`src/rtl/pulse_stretcher.sv`:
```
// Stretches single-cycle pulses into HIGH_CYCLES-wide windows separated by at least GAP_CYCLES low cycles.
// Optional build macro PULSE_STRETCHER_RETRIGGER_EN: events during HIGH extend the window instead of queuing.
module pulse_stretcher #(
  parameter int HIGH_CYCLES = 4,
  parameter int GAP_CYCLES  = 2,
  parameter int QUEUE_DEPTH = 3,
  localparam int PW = $clog2(QUEUE_DEPTH + 1)
) (
  input  logic          clock,
  input  logic          reset,
  input  logic          pulso,
  input  logic          clear,
  output logic          sinal,
  output logic          busy,
  output logic [PW-1:0] pending,
  output logic          overflow
);

  localparam int MAXC = (HIGH_CYCLES > GAP_CYCLES) ? HIGH_CYCLES : GAP_CYCLES;
  localparam int CW   = $clog2(MAXC + 1);
  localparam logic [CW-1:0] HIGH_LOAD = CW'(HIGH_CYCLES - 1);
  localparam logic [CW-1:0] GAP_LOAD  = CW'(GAP_CYCLES - 1);
  localparam logic [PW-1:0] DEPTH     = PW'(QUEUE_DEPTH);

  typedef enum logic [1:0] {
    ST_IDLE = 2'd0,
    ST_HIGH = 2'd1,
    ST_GAP  = 2'd2
  } state_t;

  state_t        state_q, state_d;
  logic [CW-1:0] cnt_q, cnt_d;
  logic [PW-1:0] pending_q, pending_d;
  logic          overflow_q, overflow_d;
  logic          sinal_q, sinal_d;
  logic          busy_q, busy_d;

  logic [PW-1:0] base;
  logic          last;
  logic          push;
  logic          pop;

  always_comb begin
    state_d    = state_q;
    cnt_d      = cnt_q;
    push       = 1'b0;
    pop        = 1'b0;
    // clear flushes first so a same-cycle pulso is judged against an empty queue
    base       = clear ? '0 : pending_q;
    last       = (cnt_q == '0);
    pending_d  = base;
    overflow_d = clear ? 1'b0 : overflow_q;

    case (state_q)
      ST_IDLE: begin
        cnt_d = '0;
        if (pulso) begin
          state_d = ST_HIGH;
          cnt_d   = HIGH_LOAD;
        end
      end
      ST_HIGH: begin
`ifdef PULSE_STRETCHER_RETRIGGER_EN
        if (pulso) begin
          cnt_d = HIGH_LOAD;
        end else if (last) begin
          state_d = ST_GAP;
          cnt_d   = GAP_LOAD;
        end else begin
          cnt_d = cnt_q - CW'(1);
        end
`else
        push = pulso;
        if (last) begin
          state_d = ST_GAP;
          cnt_d   = GAP_LOAD;
        end else begin
          cnt_d = cnt_q - CW'(1);
        end
`endif
      end
      ST_GAP: begin
        if (last) begin
          if (base != '0) begin
            // queued event wins; a simultaneous pulso takes its place in the queue
            pop     = 1'b1;
            push    = pulso;
            state_d = ST_HIGH;
            cnt_d   = HIGH_LOAD;
          end else if (pulso) begin
            state_d = ST_HIGH;
            cnt_d   = HIGH_LOAD;
          end else begin
            state_d = ST_IDLE;
            cnt_d   = '0;
          end
        end else begin
          push  = pulso;
          cnt_d = cnt_q - CW'(1);
        end
      end
      default: begin
        state_d = ST_IDLE;
        cnt_d   = '0;
      end
    endcase

    if (push && !pop) begin
      if (base == DEPTH) begin
        overflow_d = 1'b1;
      end else begin
        pending_d = base + PW'(1);
      end
    end else if (pop && !push) begin
      pending_d = base - PW'(1);
    end

    sinal_d = (state_d == ST_HIGH);
    busy_d  = (state_d != ST_IDLE);
  end

  always_ff @(posedge clock or negedge reset) begin
    if (!reset) begin
      state_q    <= ST_IDLE;
      cnt_q      <= '0;
      pending_q  <= '0;
      overflow_q <= 1'b0;
      sinal_q    <= 1'b0;
      busy_q     <= 1'b0;
    end else begin
      state_q    <= state_d;
      cnt_q      <= cnt_d;
      pending_q  <= pending_d;
      overflow_q <= overflow_d;
      sinal_q    <= sinal_d;
      busy_q     <= busy_d;
    end
  end

  assign sinal    = sinal_q;
  assign busy     = busy_q;
  assign pending  = pending_q;
  assign overflow = overflow_q;

endmodule
```
`config.mk`:
```
export PLATFORM = sky130hd
export DESIGN_NAME = pulse_stretcher
export DESIGN_NICKNAME = d
export VERILOG_FILES = /design/src/rtl/pulse_stretcher.sv
export SDC_FILE = /design/constraint.sdc
export NUM_CORES = 1
export LEC_CHECK = 0
export ABC_AREA = 1
export CORE_UTILIZATION = 47
export CTS_CLUSTER_SIZE = 25
export DETAILED_ROUTE_END_ITERATION = 10
export GPL_ROUTABILITY_DRIVEN = 0
export PLACE_DENSITY = 0.78
export SLEW_MARGIN = 10
export SYNTH_ARGS = -nofsm -noshare
export SYNTH_HDL_FRONTEND = slang
export SYNTH_SLANG_ARGS = --single-unit
```
`constraint.sdc`:
```
create_clock -name clock -period 1.2 [get_ports clock]
set_input_delay 0.12 -clock clock [delete_from_list [all_inputs] [get_ports clock]]
set_output_delay 0.12 -clock clock [all_outputs]
set_load 0.05 [all_outputs]
```
==> metrics.md, run 1 <==
| Metric | Value |
|---|---|
| TritonCTS Buffers | 3 |
| Final number of hold-violating endpoints | 0 |
| Setup TNS | -2.43 ns |
| Utilization of the core after routing | 88.9% |
| Diodes inserted | 0 |
| Hold buffer count at cts | 0 |
| Average detailed-routed wire length per instance | 22.0 um |
| Clock sink count | 10 |
| Number of I/O pins | 9 |
| Port Buffer Count | 8 |
| Number of global-route vias before repair | 812 |
| Placeable core region | 0.00137 mm2 |
| Number of pins exceeding their max-slew limit in the final report | 0 |
| Worst setup SP type | register |
| Post-detail-place hpwl | 1.44 mm |
| Drt via density | 6.29 |
| CTS tree | yes |
| Critical Path Fanout Max | 3 |
| Cell count after placement | 129 |
| Number of antenna violations at the first check in global routing | 0 |
| Synthesized instance count | 91 |
| Type of the tightest min-delay check | input pin to asynchronous set/reset pin |
| Share of post-route cells with drive strength above 1 | 53.7% |
| Synth Net Count | 105 |
| Cell chosen for the clock root | clkbuf_4 |
| Slew at the pin closest to its max-slew limit | 0.493 ns |
| Part of the cycle the worst path needs | 136% |
| Headroom to the max-slew limit | 67.0% |
| CP Class | register to register |
| Max capacitance violation total | 0 |
| Die outline area | 0.00169 mm2 |
| Yosys synthesis warning count | 0 |
| Layout Area Growth over Synthesis | 68.6% |
| Clock skew | 0.00924 ns |
| Cell Area, Synth | 721 um2 |
| Clock Latency Late Sink | 0.28 ns |
| Number of fill cells | 53 |
| Outcome | finished, violations left |
| Critical path required time | 1.37 ns |
| DIE HEIGHT | 41.2 um |
| Post-route insts no fill | 138 |
| Final layout net count | 138 |
| Sequential area share after synthesis | 34.7% |
| Clock-pin slew on the worst setup and hold paths | 0.09 ns |
| First-pass GRT wire length | 3.80 mm |
| Minimum clock period | 1.63 ns |
| Total Wirelength | 3.04 mm |
| Average footprint of a synthesized cell | 7.92 um2 |
| Starting density of the core | 52.7% |
| Total number of vias | 868 |
| Worst Setup Slack, final | -0.430 ns |
| Overall Global Routing Usage | 36.7% |
| Number of unique standard cell types used by synthesis | 18 |
| Iteration count of the initial detailed-routing pass | 5 |
| Die Span X | 41.2 um |
| Maximum operating frequency | 614 MHz |
| Placed cell areas | 0.00102 mm2 |
| FP Rows | 13 |
| Finished Cell Area | 0.00121 mm2 |
| Pwr dens | 2590 mW/mm2 |
| Count of state elements after synthesis | 10 |
| Violation count after the first detailed-route iteration | 46 |
| CP endpoint kind | register |
| Leak pwr | 0.621 nW |
| Failing checks | setup timing |
| Final count of negative-setup-slack endpoints | 10 |
| Sum of overflow across all layers after global routing | 0 |
| Largest net degree at the start of global routing | 11 |
| Overall power consumption | 0.00315 W |
| Reg2Reg Depth | 9 |
| RSZ-0062 raised after global routing | true |
| DRC violation count after routing | 0 |
| Count of nets left with antenna violations after detail routing | 0 |
| Deepest level of the CTS H-tree | 1 |
| Worst IR drop on VDD | 2.18 mV |
| Clk buf depth | 2 |
| Arrival time reported for the critical path endpoint | 1.80 ns |
-- worst max-delay path, cell delays in order, from the launching register on --
cell and delay, ns:
dfrtp_1 0.43, inv_2 0.11, ha_4 0.28, nand2_2 0.06, nor2_4 0.19, nand2_4 0.10
nand2_4 0.09, nand2_1 0.07, nand3_1 0.11, nand2_1 0.06
-- report_power, final --
group / switching (W) / internal, W / total [W]
clock network: 0.000152 / 0.000185 / 0.000337
logic: 0.00125 / 0.00100 / 0.00225
registers: 0.000108 / 0.000457 / 0.000565
-- Yosys cell counts --
library cell	instances	area, um2
a21oi_1	1	5.00
dfrtp_1	10	250
ha_1	10	125
inv_1	19	71.3
inv_2	1	3.75
nand2_1	17	63.8
nand2_2	3	18.8
nand3_1	14	70.1
nand3_2	1	10.0
nand4_2	1	12.5
nor2_1	2	7.51
nor2_2	2	12.5
nor2_4	2	22.5
nor4_1	1	6.26
o21ai_0	3	15.0
o21ai_1	1	5.00
or2_0	2	12.5
xnor2_1	1	8.76
-- sequential cells by signal, summed over array words and instances (netlist names) --
| signal | flops |
|---|---|
| overflow | 1 |
| state_q | 2 |
| sinal | 1 |
| cnt_q | 3 |
| pending | 2 |
| busy | 1 |
-- what timing repair did --
item	in CTS	in global routing
setup buffers	3	3
endpoints found under the setup margin	10	10
resized for setup	20	9
pin swaps	2	7
-- path summary, 6_finish.rpt --
check | start | to | slack [ns]
worst max-delay path | state_q[0] | pending[1] | -0.43
worst max register to register | state_q[0] | pending[1] | -0.43
min in group clock | overflow | overflow | 0.67
max in group asynchronous | reset | pending[1] | 0.67
worst min register to register | overflow | overflow | 0.67
worst min-delay path | reset | state_q[0] | 0.16
-- cell usage in the layout (no fill, tap or decap), types with 4 or more instances in the layout --
| master | n |
|---|---|
| buf_12 | 5 |
| buf_4 | 18 |
| dfrtp_1 | 8 |
| ha_1 | 5 |
| ha_4 | 4 |
| inv_1 | 13 |
| inv_2 | 7 |
| nand2_1 | 12 |
| nand2_4 | 5 |
| nand3_1 | 6 |
| nand3_2 | 7 |
-- cell families (layout without fill, tap and decap cells) --
logic type | after synthesis | count (layout) | share of synthesized area (%)
adders and majority gates | 10 | 10 | 17.4
AOI/OAI and AO/OA | 5 | 5 | 3.47
and+or+nand+nor | 45 | 45 | 32.8
buffers and inverters | 20 | 52 | 10.4
xor gates and xnor gates | 1 | 1 | 1.22
DFF | 10 | 10 | 34.7
-- metrics by stage --
stage,hold WS (ns),setup slack [ns]
after CTS,0.163,-0.229
after global placement,0.465,-0.305
after detailed placement,0.465,-0.428
final,0.158,-0.430
after floorplan,-0.176,-0.125
after global routing,0.180,-0.531
-- cell type report --
cell class	count	area, um2	share of cell area, %
multi-input cells	61	544	44.8
repair buffers	28	288	23.7
flip-flops and latches	10	253	20.8
inverters	20	75.1	6.18
clock buffers	4	36.3	2.99
well taps	15	18.8	1.54
-- per-layer routing --
metal / GRT usage (%) / vias up / wire length [um]
li1: - / 350 / -
met1: 37.9 / 406 / 1020
met2: 64.8 / 82 / 1440
met3: 9.78 / 30 / 321
met4: 22.6 / 0 / 255
met5: 0 / - / 0
Power figures use the tool's default switching activity.
==> run 2: changes to the inputs <==
--- a/config.mk
+++ b/config.mk
@@ -6,6 +6,7 @@
 export NUM_CORES = 1
 export LEC_CHECK = 0
 export ABC_AREA = 1
+export ABC_CLOCK_PERIOD_IN_PS = 1200
 export CORE_UTILIZATION = 47
 export CTS_CLUSTER_SIZE = 25
 export DETAILED_ROUTE_END_ITERATION = 10
@@ -15,3 +16,4 @@
 export SYNTH_ARGS = -nofsm -noshare
 export SYNTH_HDL_FRONTEND = slang
 export SYNTH_SLANG_ARGS = --single-unit
+export TNS_END_PERCENT = 50
==> run 2 against run 1 <==
  * Clock power hardly changed
  * Largest power group unchanged
  * Setup slack better by 0.029 ns
  * Critical path type unchanged
  * Register-to-register slack better by 0.03 ns
  * The flow still finishes with violations (setup timing)
  * Wire length is 22% lower
  * Power is 10% lower
  * Combinational power is 14% lower
  * Core utilization is 4.7 points lower
  * Sequential power is 2% lower
==> metrics.md, run 2 (synthesis gave the netlist of run 1 again) <==
| Metric | Value |
|---|---|
| Number of I/O pins | 9 (unchanged) |
| Deepest level of the CTS H-tree | 1 (unchanged) |
| Placed cell areas | 0.00102 mm2 (unchanged) |
| FF-to-FF Start | state_q[0] |
| FP Rows | 13 (unchanged) |
| Share of total power in sequential cells | 19.6% (+1.7 points) |
| Diodes inserted | 0 (unchanged) |
| Number of global-route vias before repair | 763 (-6.0%) |
| Number of fill cells | 66 (+25%) |
| Largest net degree at the start of global routing | 11 (unchanged) |
| Pint | 0.00153 W (-6.9%) |
| Overall power consumption | 0.00282 W (-10%) |
| Cell chosen for the clock root | clkbuf_4 |
| Most frequent standard cell in the layout excluding fill and tap cells | buf_4 |
| Worst setup SP type | register |
| Sum of overflow across all layers after global routing | 0 (unchanged) |
| Register containing the most flip-flops in the final layout | cnt_q |
| Port Buffer Count | 8 (unchanged) |
| Placeable core region | 0.00137 mm2 (unchanged) |
| Highest-count cells in the layout ignoring fill and taps | buf_4 (19), inv_1 (14), nand2_1 (11) |
| Total number of vias | 769 (-11%) |
| TritonCTS Buffers | 3 (unchanged) |
| Drt via density | 5.61 (-11%) |
| Total Wirelength | 2.36 mm (-22%) |
| Maximum operating frequency | 625 MHz (+1.8%) |
| Clock-pin slew on the worst setup and hold paths | 0.08 ns (about the same) |
| Worst IR drop on VDD | 2.11 mV (-3.5%) |
| First element of the critical path | state_q[0] |
| Final count of negative-setup-slack endpoints | 10 (unchanged) |
| Clock sink count | 10 (unchanged) |
| DRC violation count after routing | 0 (unchanged) |
| Clock skew | 0.00591 ns (-0.00333 ns) |
| Number of pins exceeding their max-slew limit in the final report | 0 (unchanged) |
| Max capacitance violation total | 0 (unchanged) |
| Register-to-Register Setup Slack | -0.40 ns (+0.03 ns) |
| Minimum clock period | 1.60 ns (-0.0294 ns) |
| Count of nets left with antenna violations after detail routing | 0 (unchanged) |
| Leak pwr | 0.602 nW (-3.1%) |
| Post-detail-place hpwl | 1.44 mm (unchanged) |
| Part of the total power dissipated in combinational logic | 68.5% (-2.9 points) |
| First-pass GRT wire length | 3.35 mm (-12%) |
| Share of post-route cells with drive strength above 1 | 50.8% (-2.8 points) |
| Slew at the pin closest to its max-slew limit | 0.460 ns (-0.0338 ns) |
| Final number of hold-violating endpoints | 0 (unchanged) |
| Headroom to the max-slew limit | 69.3% (+2.3 points) |
| Failing checks | setup timing |
| Clock Latency Late Sink | 0.29 ns (about the same) |
| Outcome | finished, violations left |
| Type of the tightest min-delay check | input pin to asynchronous set/reset pin |
| Part of the cycle the worst path needs | 133% (-2.4 points) |
| CTS tree | yes |
| Critical path endpoint | pending[1] |
| Die outline area | 0.00169 mm2 (unchanged) |
| RSZ-0062 raised after global routing | true |
| Pwr dens | 2450 mW/mm2 (-5.5%) |
| Final layout net count | 137 (-0.72%) |
| DIE HEIGHT | 41.2 um (unchanged) |
| Reg2Reg Depth | 10 (+1) |
| Clock share of power | 11.9% (+1.2 points) |
| Reg2Reg Capture Point | pending[1] |
| Clk buf depth | 2 (unchanged) |
| Utilization of the core after routing | 84.2% (-4.7 points) |
| Number of antenna violations at the first check in global routing | 0 (unchanged) |
| Layout Area Growth over Synthesis | 59.7% |
| Number of flip-flops in the largest register | 3 (unchanged) |
| Die Span X | 41.2 um (unchanged) |
| Critical Path Fanout Max | 3 (unchanged) |
| Hold buffer count at cts | 0 (unchanged) |
| Average detailed-routed wire length per instance | 17.2 um (-22%) |
| Starting density of the core | 52.7% (unchanged) |
| Worst Setup Slack, final | -0.400 ns (+0.0294 ns) |
| Overall Global Routing Usage | 31.6% (-5.0 points) |
| Iteration count of the initial detailed-routing pass | 4 (-1) |
| CP Class | register to register |
| Switching power of the nets | 0.00129 W (-14%) |
| Arrival time reported for the critical path endpoint | 1.82 ns (+0.02 ns) |
| Finished Cell Area | 0.00115 mm2 (-5.3%) |
| Fraction of power spent switching nets | 45.9% (-2.0 points) |
| Violation count after the first detailed-route iteration | 31 (-33%) |
| Critical path required time | 1.42 ns (+0.05 ns) |
| CP endpoint kind | register |
-- run 2: changes by cell type in the layout (fill, tap and decap cells not counted), moves of 2 or more --
cell,change
nand2_4,-2
nand2_2,+3
buf_6,-2
ha_2,+2
ha_4,-2
nand3_1,+2
-- run 2: area by class of cell --
class	instances	area (um2)	area share, %
tap	15	18.8	1.63
timing repair buffer	27	273	23.7
clock buffer	4	36.3	3.15
multi-input combinational	61	495	43.0
sequential	10	253	22.0
inverter	20	75.1	6.52
-- run 2: metrics by stage --
step	setup TNS, ns	cells	hold slack [ns]	worst slack [ns]
2_1_floorplan	-0.475	91	-0.176	-0.125
3_3_place_gp	-2.12	129	0.465	-0.305
3_5_place_dp	-2.58	129	0.465	-0.428
4_1_cts	-0.928	136	0.163	-0.229
5_1_grt	-2.27	137	0.190	-0.462
6_report	-1.72	137	0.145	-0.400
-- run 2: critical path, cell delays in order (launching register included) --
cell	delay, ns
dfrtp_1	0.42
inv_2	0.11
ha_2	0.23
inv_1	0.09
nor2_2	0.12
nand2_2	0.10
inv_2	0.10
nand2_2	0.09
nand2_1	0.08
nand3_1	0.11
nand2_1	0.08
-- run 2: how the worst min path moves through the flow --
| stage | startpoint | end | slack [ns] |
|---|---|---|---|
| after floorplan | reset | busy | -0.18 |
| after global placement | reset | overflow | 0.46 |
| after detailed placement | reset | overflow | 0.47 |
| after CTS | reset | sinal | 0.16 |
| after global routing | reset | sinal | 0.19 |
| final | reset | sinal | 0.14 |
-- run 2: power groups by stage --
stage               registers, W  logic (W)  clock network, W
floorplan               0.000686   0.000801                 0
global placement        0.000547    0.00156                 0
detailed placement      0.000551    0.00163                 0
CTS                     0.000553    0.00180          0.000328
global route            0.000563    0.00208          0.000342
finish                  0.000553    0.00193          0.000335
-- run 2: repair_timing --
item / in CTS / in global routing
endpoints found under the setup margin: 10 / 10
pin swaps: 2 / 0
gates cloned: 0 / 0
gates resized for setup: 15 / 4
buffers inserted: 3 / 1
-- run 2: per-layer routing --
metal,vias to the layer above,wire [um],track usage (%)
met5,-,0,0
met4,0,122,15.3
met3,17,154,4.89
met2,46,1210,56.3
met1,361,876,36.4
li1,345,-,-
